===== config.mk =====
export PLATFORM = sky130hd
export DESIGN_NAME = elevator_car_ctrl_flat
export DESIGN_NICKNAME = d
export VERILOG_FILES = /design/src/rtl/elevator_car_if.sv /design/src/rtl/elevator_car_ctrl.sv /design/src/flat_wrapper.sv
export SDC_FILE = /design/constraint.sdc
export NUM_CORES = 1
export LEC_CHECK = 0
export ABC_CLOCK_PERIOD_IN_PS = 2000
export BUFFER_PORTS_ARGS = -buffer_cell sky130_fd_sc_hd__buf_4
export CORE_ASPECT_RATIO = 0.7
export CORE_UTILIZATION = 47
export CTS_CLUSTER_SIZE = 30
export DETAILED_ROUTE_END_ITERATION = 6
export PLACE_DENSITY = 0.8
export SKIP_CTS_REPAIR_TIMING = 1
export SLEW_MARGIN = 25
export SYNTH_ARGS = -nofsm -noshare
export SYNTH_HDL_FRONTEND = slang
export SYNTH_SLANG_ARGS = --single-unit
export TNS_END_PERCENT = 5

===== constraint.sdc =====
create_clock -name clk -period 2 [get_ports clk]
set_clock_uncertainty 0.2 [all_clocks]
set_input_delay 0 -clock clk [delete_from_list [all_inputs] [get_ports clk]]
set_output_delay 0 -clock clk [all_outputs]
set_load 0.03 [all_outputs]

===== src/rtl/elevator_car_if.sv =====
// Call/decision/status bundle between the car controller and the direction
// calculator side (slave = car controller).
interface elevator_car_if #(
    parameter int NUM_FLOORS = 8,
    parameter int FLOOR_W    = 3
);
    logic [NUM_FLOORS-1:0] call_req;
    logic                  direction;
    logic                  should_move;
    logic [NUM_FLOORS-1:0] floors_called;
    logic [FLOOR_W-1:0]    current_floor;
    logic                  moving;
    logic                  move_up;
    logic                  door_open;
    logic                  arrived;

    modport slave (
        input  call_req, direction, should_move,
        output floors_called, current_floor, moving, move_up, door_open, arrived
    );

    modport master (
        output call_req, direction, should_move,
        input  floors_called, current_floor, moving, move_up, door_open, arrived
    );
endinterface


===== src/rtl/elevator_car_ctrl.sv =====
// Elevator car controller: latches floor calls, times travel and door dwell.
// Optional DOOR_HOLD_EN: a same-floor call during DOOR re-extends the dwell.
module elevator_car_ctrl #(
    parameter int NUM_FLOORS    = 8,
    parameter int FLOOR_W       = 3,
    parameter int TRAVEL_CYCLES = 4,
    parameter int DOOR_CYCLES   = 6
) (
    input  logic           clk,
    input  logic           reset,
    elevator_car_if.slave  bus
);
    localparam int TMAX  = (TRAVEL_CYCLES > DOOR_CYCLES) ? TRAVEL_CYCLES : DOOR_CYCLES;
    localparam int TMR_W = $clog2(TMAX + 1);

    typedef enum logic [1:0] {IDLE, MOVE, DOOR} state_e;

    state_e                state_q, state_d;
    logic [TMR_W-1:0]      timer_q, timer_d;
    logic [NUM_FLOORS-1:0] called_q, called_d;
    logic [FLOOR_W-1:0]    floor_q, floor_d;
    logic                  move_up_q, move_up_d;
    logic                  moving_q, door_q, arrived_q, arrived_d;

    logic [NUM_FLOORS-1:0] cur_oh, set_mask, clr_mask;
    logic                  at_top, at_bot, here_called, legal_move;
`ifdef DOOR_HOLD_EN
    logic                  hold_req;
`endif

    always_comb begin
        cur_oh      = NUM_FLOORS'(1) << floor_q;
        at_top      = (floor_q == FLOOR_W'(NUM_FLOORS - 1));
        at_bot      = (floor_q == '0);
        here_called = |(called_q & cur_oh);
        legal_move  = bus.should_move && (bus.direction ? !at_top : !at_bot);
`ifdef DOOR_HOLD_EN
        hold_req    = |(bus.call_req & cur_oh);
`endif
        state_d   = state_q;
        timer_d   = timer_q;
        floor_d   = floor_q;
        move_up_d = move_up_q;
        arrived_d = 1'b0;
        set_mask  = bus.call_req;
        clr_mask  = '0;

        case (state_q)
            IDLE: begin
                if (here_called) begin
                    state_d   = DOOR;
                    clr_mask  = cur_oh;
                    arrived_d = 1'b1;
                    timer_d   = TMR_W'(DOOR_CYCLES);
                end else if (legal_move) begin
                    state_d   = MOVE;
                    move_up_d = bus.direction;
                    timer_d   = TMR_W'(TRAVEL_CYCLES);
                end
            end
            MOVE: begin
                // Floor step lands on the same edge that returns to IDLE.
                if (timer_q <= TMR_W'(1)) begin
                    timer_d = '0;
                    floor_d = move_up_q ? floor_q + 1'b1 : floor_q - 1'b1;
                    state_d = IDLE;
                end else begin
                    timer_d = timer_q - 1'b1;
                end
            end
            DOOR: begin
                // Door already open here, so a same-floor call is not latched.
                set_mask = bus.call_req & ~cur_oh;
`ifdef DOOR_HOLD_EN
                if (hold_req) begin
                    timer_d = TMR_W'(DOOR_CYCLES);
                end else
`endif
                if (timer_q <= TMR_W'(1)) begin
                    timer_d = '0;
                    state_d = IDLE;
                end else begin
                    timer_d = timer_q - 1'b1;
                end
            end
            default: state_d = IDLE;
        endcase

        called_d = (called_q | set_mask) & ~clr_mask;
    end

    always_ff @(posedge clk) begin
        if (reset) begin
            state_q   <= IDLE;
            timer_q   <= '0;
            called_q  <= '0;
            floor_q   <= '0;
            move_up_q <= 1'b0;
            moving_q  <= 1'b0;
            door_q    <= 1'b0;
            arrived_q <= 1'b0;
        end else begin
            state_q   <= state_d;
            timer_q   <= timer_d;
            called_q  <= called_d;
            floor_q   <= floor_d;
            move_up_q <= move_up_d;
            moving_q  <= (state_d == MOVE);
            door_q    <= (state_d == DOOR);
            arrived_q <= arrived_d;
        end
    end

    assign bus.floors_called = called_q;
    assign bus.current_floor = floor_q;
    assign bus.moving        = moving_q;
    assign bus.move_up       = move_up_q;
    assign bus.door_open     = door_q;
    assign bus.arrived       = arrived_q;
endmodule


===== src/flat_wrapper.sv =====
// flat-port wrapper written by rule: the top's interface ports become plain ports
module elevator_car_ctrl_flat 
#(
    parameter int NUM_FLOORS    = 8,
    parameter int FLOOR_W       = 3,
    parameter int TRAVEL_CYCLES = 4,
    parameter int DOOR_CYCLES   = 6
)
  (clk, reset, bus_call_req, bus_direction, bus_should_move, bus_floors_called, bus_current_floor, bus_moving, bus_move_up, bus_door_open, bus_arrived);
  elevator_car_if #(.NUM_FLOORS(NUM_FLOORS), .FLOOR_W(FLOOR_W)) bus_i ();
  input  logic clk;
  input  logic reset;
  input wire logic [$bits(bus_i.call_req)-1:0] bus_call_req;
  input wire logic [$bits(bus_i.direction)-1:0] bus_direction;
  input wire logic [$bits(bus_i.should_move)-1:0] bus_should_move;
  output wire logic [$bits(bus_i.floors_called)-1:0] bus_floors_called;
  output wire logic [$bits(bus_i.current_floor)-1:0] bus_current_floor;
  output wire logic [$bits(bus_i.moving)-1:0] bus_moving;
  output wire logic [$bits(bus_i.move_up)-1:0] bus_move_up;
  output wire logic [$bits(bus_i.door_open)-1:0] bus_door_open;
  output wire logic [$bits(bus_i.arrived)-1:0] bus_arrived;
  assign bus_i.call_req = bus_call_req;
  assign bus_i.direction = bus_direction;
  assign bus_i.should_move = bus_should_move;
  assign bus_floors_called = bus_i.floors_called;
  assign bus_current_floor = bus_i.current_floor;
  assign bus_moving = bus_i.moving;
  assign bus_move_up = bus_i.move_up;
  assign bus_door_open = bus_i.door_open;
  assign bus_arrived = bus_i.arrived;
  elevator_car_ctrl #(.NUM_FLOORS(NUM_FLOORS), .FLOOR_W(FLOOR_W), .TRAVEL_CYCLES(TRAVEL_CYCLES), .DOOR_CYCLES(DOOR_CYCLES)) u_core (.clk(clk), .reset(reset), .bus(bus_i));
endmodule

==> results of run 1 <==
-- placed cells by master (no fill, tap or decap), types with 2 or more instances in the layout --
cell type,netlist,final
buf_6,1,2
ha_1,6,6
a211oi_1,6,6
nand2_1,3,3
a311oi_1,4,3
nand2b_1,3,3
buf_4,0,33
clkbuf_4,0,3
xor2_1,2,2
nand4_1,3,3
dlygate4sd3_1,0,12
inv_1,7,7
nor2_1,8,8
nand3_1,5,5
a21oi_1,10,8
dfxtp_1,20,18
nor3_1,2,2
nor2b_1,2,2
mux2i_1,6,6
-- worst paths after layout --
path / from / endpoint / depth (start not counted) / slack, ns
worst max-delay path: u_core.bus.current_floor[0] / u_core.bus.door_open / 5 / -0.04
worst min-delay path: u_core.bus.move_up / u_core.bus.move_up / 2 / 0.33
worst max register to register: u_core.bus.current_floor[0] / u_core.bus.door_open / 5 / -0.04
worst min register to register: u_core.bus.move_up / u_core.bus.move_up / 2 / 0.33
-- per-layer routing --
| layer | part of all wire | vias up | GRT usage |
|---|---|---|---|
| met5 | 0 | - | 0 |
| met4 | 0.010 | 0 | 0.06667 |
| met3 | 0.074 | 4 | 0.08060 |
| met2 | 0.46 | 51 | 0.3419 |
| met1 | 0.46 | 504 | 0.3081 |
| li1 | - | 534 | - |
-- sequential cells by signal, indices dropped and copies added (netlist names) --
| name | flops |
|---|---|
| u_core.bus.door_open | 1 |
| u_core.state_q | 2 |
| u_core.bus.arrived | 1 |
| u_core.bus.moving | 1 |
| u_core.bus.current_floor | 3 |
| u_core.bus.floors_called | 8 |
| u_core.timer_q | 3 |
| u_core.bus.move_up | 1 |
-- cells in the mapped netlist (all sizes together) (2+ instances only) --
cell type / instances
dfxtp: 20
a21oi: 10
nor2: 8
inv: 7
a211oi: 6
ha: 6
mux2i: 6
nand3: 5
a311oi: 4
buf: 4
nand2: 3
nand2b: 3
nand4: 3
and2: 2
clkbuf: 2
nor2b: 2
nor3: 2
o21ai: 2
xor2: 2
-- report_power, final --
part           switching (mW)  internal [mW]
sequential              0.113          0.512
clock                   0.122         0.0778
combinational           0.771          0.664
-- cell type report --
| cell class | instances | area, µm² | share of cell area |
|---|---|---|---|
| clock buffer | 4 | 26.28 | 0.01604 |
| inverter | 7 | 26.28 | 0.01604 |
| multi-input combinational | 87 | 749.5 | 0.4576 |
| sequential | 20 | 405.4 | 0.2475 |
| tap | 32 | 40.04 | 0.02445 |
| timing repair buffer | 47 | 390.4 | 0.2383 |
-- worst min-delay path, delay by kind of cell (launching register included) --
kind,cells,cell delay (ns)
DFF,1,0.36
and+or+nand+nor,1,0.08
muxes,1,0.06
-- through the flow --
stage / hold slack (ns) / utilization / setup WS [ns] / area (µm²)
floorplan: -0.04811 / - / -0.09060 / 1200
global placement: 0.09614 / 0.6395 / 0.09026 / 1434
detailed placement: 0.1207 / 0.6395 / -0.02681 / 1434
CTS: -0.2137 / 0.6512 / -0.05425 / 1460
global route: 0.3694 / 0.7305 / -0.08790 / 1638
finish: 0.3315 / 0.7305 / -0.03752 / 1638
-- cells by family after synthesis --
group | after synthesis | share of synthesized area
buf+inv | 13 | 0.06859
mux | 8 | 0.08039
simple gates | 35 | 0.1790
flops | 20 | 0.3430
fa+ha+maj | 7 | 0.08146
xor+xnor | 3 | 0.02251
compound gates | 34 | 0.2251
==> results.toml, run 1 <==
[run_status]
status = "finished, violations left"
failing_checks = "negative setup slack"

[flow_run]
timing.max_cap.violations = 0

[global_route]
via_count_of_the_first_global_routing_pass = 978
groute.usage.overall = 0.2277
antenna_found_initial = 0
globalRouteOverflowTotal = 0
wire_length_of_the_first_global_routing_pass_um = 4402
grt_start_max_net_pins = 22

[cts]
htree_num_levels = 1
max-clock-path-buffers = 2
cts-buffers-inserted = 3
tritoncts_clock_tree = "done"
clkLatencyLatePin_ns = 0.31
clkSlewWorstSetupHoldPaths_ns = 0.11
cts.sink_count = 20
cts-root-buf = "clkbuf_4"

[die]
rows = 14
floorplan_core_area_um2 = 2242
die_w_um = 61.57
start_util = 0.5206
io_pins = 27
die_area_um2 = 2690
floorplan.die.height_um = 43.70

[timing]
min_period_over_period = 1.019
setup_viol_count_final = 3
finalCriticalPeriod_ns = 2.038
timing.fmax_mhz = 490.8
report.final.hold_viol_count = 0
timing.slew.headroom = 0.7656
rsz_0062_raised_after_global_routing = "true"
worstMarginPinSlew_ns = 0.3516
fin_setup_tns_ns = -0.09611
timing_max_transition_violations_final = 0
finalWorstSetupSlack_ns = -0.03752

[critical_path]
path_max_fanout = 7
timing.critical_path.from_type = "flop"
criticalPathCategory = "reg2reg"
setup.worst_path.end_class = "flop"
worst-endpoint-required_ns = 2.01
worst_path_max_delay_cell = "or4_4"
path_buf_inv = 1
worst_ep_arrival_time_ns = 2.05
path_cells = "buf_6, or4_4, a31oi_4, o21ai_4, a2111oi_4"
worst_path_largest_cell_delay_ns = 0.53
path_delay_family = "compound AO/OA/AOI/OAI gates"

[worst_hold_path]
min-delay-path-class = "reg2reg"

[placed_design]
dpl.cell_count = 179
dpl.hpwl_um = 2188
port_buffers = 26
place_congestion = 0.8580

[power_and_ir_drop]
design_power_total_mw = 2.261
standby_leakage_power_nw = 0.6686
power.density_nw_per_um2 = 1380
max-vdd-ir-drop_mv = 0.7749

[final_layout]
antenna-diode-count = 0
filler_cell_count = 176
post_layout_nonfiller_instances = 197
synthToLayoutAreaGrowth_pct = 40.30
final_layout_size_suffix_gt1_frac = 0.3455
nNetsFinal = 185

[synthesis]
synthDominantCellAreaShare = 0.3430
syn_area_per_cell_um2 = 9.728
syn_nets = 139
synth.top_cells.by_area = "dfxtp_1 (34%), ha_1 (6.4%), mux2i_1 (5.1%), a21oi_1 (4.3%), a211oi_1 (3.9%)"
yosysWarnings = 0
synth.ff_latch_count = 20
postSynth.asyncResetShare = 0
synth_edf_count = 0
synth_area_leader_cell = "dfxtp_1"
ys_dominant_reg_cell = "dfxtp_1"
synth.yosys.seq_area_share = 0.3430
synth.cell_area_um2 = 1167
synthDistinctLibCells = 46
netlist_instances = 120

[detailed_routing]
vias = 1093
via_per_inst = 5.548
avgRoutedWirePerCell_um = 15.25
postRouteWirelength_um = 3005
drt_pass_1_iters = 4
route.detailed.drc = 0
antenna_left = 0
dr.first_iter.drc_count = 74
Note: power is estimated with default switching activity, not from simulation.
==> run 2, diff against run 1 <==
--- a/config.mk
+++ b/config.mk
@@ -17,4 +17,3 @@
 export SYNTH_ARGS = -nofsm -noshare
 export SYNTH_HDL_FRONTEND = slang
 export SYNTH_SLANG_ARGS = --single-unit
-export TNS_END_PERCENT = 5
==> run 2 against run 1 <==
Against the previous run:
- the flow now finishes without violations
- first-iteration DRC count down 4.1%
- maximum frequency is 2.1% higher
- critical path depth unchanged
- via count rose by 2.3%
- total power decreased by 1.6%
- die area did not move
- combinational power fell by 5%
- largest cell class unchanged
- highest routed layer unchanged
==> results.toml, run 2 (synthesis results as in run 1) <==
[cts]
tritoncts_clock_tree = "done"
clkLatencyLatePin_ns = 0.31
cts-root-buf = "clkbuf_4"
clkSlewWorstSetupHoldPaths_ns = 0.11
htree_num_levels = 1
max-clock-path-buffers = 2
cts-buffers-inserted = 3
cts.sink_count = 20

[detailed_routing]
postRouteWirelength_um = 3187
dr.first_iter.drc_count = 71
avgRoutedWirePerCell_um = 16.26
via_per_inst = 5.704
route.detailed.drc = 0
drt_pass_1_iters = 4
antenna_left = 0
vias = 1118

[final_layout]
largest_register_ff_count = 8
post-route-cell-area_um2 = 1598
nNetsFinal = 184
final_common_cell = "buf_4"
antenna-diode-count = 0
most-common-layout-cells = "buf_4 (34), dfxtp_1 (17), dlygate4sd3_1 (11), nor2_1 (8), a21oi_1 (8)"
final_core_utilization = 0.7126
final_layout_size_suffix_gt1_frac = 0.3476
synthToLayoutAreaGrowth_pct = 36.87

[placed_design]
dpl.hpwl_um = 2192
placed_area_um2 = 1434
port_buffers = 26
place_congestion = 0.8584

[critical_path]
timing.critical_path.from_type = "flop"
worst_path_largest_cell_delay_ns = 0.56
path_cells = "mux2i_1, mux4_2, buf_4, a221o_1, a21oi_2"
worst_ep_arrival_time_ns = 2.03
path_max_fanout = 7
criticalPathCategory = "reg2reg"
setup.worst_path.end_class = "flop"
worst_path_max_delay_cell = "mux4_2"
path_delay_family = "multiplexers"
path_buf_inv = 1
worst-endpoint-required_ns = 2.04

[timing]
timing.fmax_mhz = 501.3
rsz_0062_raised_after_global_routing = "true"
timing.slew.headroom = 0.7669
report.final.hold_viol_count = 0
timing_max_transition_violations_final = 0
min_period_over_period = 0.9974
finalCriticalPeriod_ns = 1.995
worstMarginPinSlew_ns = 0.3481
setup_viol_count_final = 0

[die]
io_pins = 27
start_util = 0.5206
die_w_um = 61.57
floorplan_core_area_um2 = 2242
floorplan.die.height_um = 43.70
die_area_um2 = 2690
rows = 14

[power_and_ir_drop]
max-vdd-ir-drop_mv = 0.6868
internal_power_mw = 1.239
swShare = 0.4429
power.density_nw_per_um2 = 1392
net-switching-power_mw = 0.9850
power_frac_comb = 0.612
standby_leakage_power_nw = 0.6608
sequentialPowerShare = 0.281
pwr-share-clk = 0.107

[global_route]
antenna_found_initial = 0
grt_start_max_net_pins = 22
globalRouteOverflowTotal = 0
via_count_of_the_first_global_routing_pass = 959
wire_length_of_the_first_global_routing_pass_um = 4485
groute.usage.overall = 0.2302

[run_status]
status = "complete, no violations"

[worst_hold_path]
min-delay-path-class = "reg2reg"

[flow_run]
timing.max_cap.violations = 0
run 2: worst register-to-register path, cell delays in order (launching register included):
cell,delay (ns)
dfxtp_4,0.39
mux2i_1,0.13
mux4_2,0.56
buf_4,0.19
a221o_1,0.32
a21oi_2,0.15
run 2: cell type report:
| type | count | area (µm²) |
|---|---|---|
| Clock buffer | 4 | 36.28 |
| Fill cell | 186 | 644.4 |
| Timing Repair Buffer | 46 | 370.4 |
| Tap cell | 32 | 40.04 |
| Inverter | 7 | 26.28 |
| Multi-Input combinational cell | 87 | 718.2 |
| Sequential cell | 20 | 406.6 |
run 2: metrics by stage:
| step | power (mW) | std cells | hold WS (ns) | worst slack (ns) | TNS (ns) |
|---|---|---|---|---|---|
| global placement | 1.861 | 179 | 0.09611 | 0.09029 | 0 |
| floorplan | 1.560 | 120 | -0.04811 | -0.09060 | -0.3092 |
| detailed placement | 1.911 | 179 | 0.1096 | -0.01621 | -0.01621 |
| CTS | 2.151 | 183 | -0.2175 | -0.04384 | -0.04384 |
| finish | 2.224 | 196 | 0.3301 | 0.005277 | 0 |
| global route | 2.345 | 196 | 0.3650 | -0.03865 | -0.07700 |
run 2: final timing paths:
kind,endpoint,startpoint,slack (ns),cells past startpoint
max,u_core.timer_q[1],u_core.bus.current_floor[0],0.005,5
min,u_core.bus.move_up,u_core.bus.move_up,0.33,2
max reg2reg,u_core.timer_q[1],u_core.bus.current_floor[0],0.005,5
min reg2reg,u_core.bus.move_up,u_core.bus.move_up,0.33,2
run 2: power groups by stage:
stage | Combinational [mW] | Clock, mW | Sequential [mW]
after floorplan | 0.825 | 0 | 0.735
after global placement | 1.23 | 0 | 0.631
after detailed placement | 1.28 | 0 | 0.636
after CTS | 1.28 | 0.242 | 0.629
after global routing | 1.44 | 0.258 | 0.645
final | 1.36 | 0.238 | 0.626
run 2: per-layer routing:
| layer | part of all wire | GRT usage | wire (µm) | vias up |
|---|---|---|---|---|
| met2 | 0.46 | 0.3548 | 1464 | 55 |
| met3 | 0.072 | 0.07761 | 229 | 9 |
| li1 | - | - | - | 529 |
| met1 | 0.46 | 0.3155 | 1458 | 525 |
| met5 | 0 | 0 | 0 | - |
| met4 | 0.011 | 0.04444 | 34 | 0 |
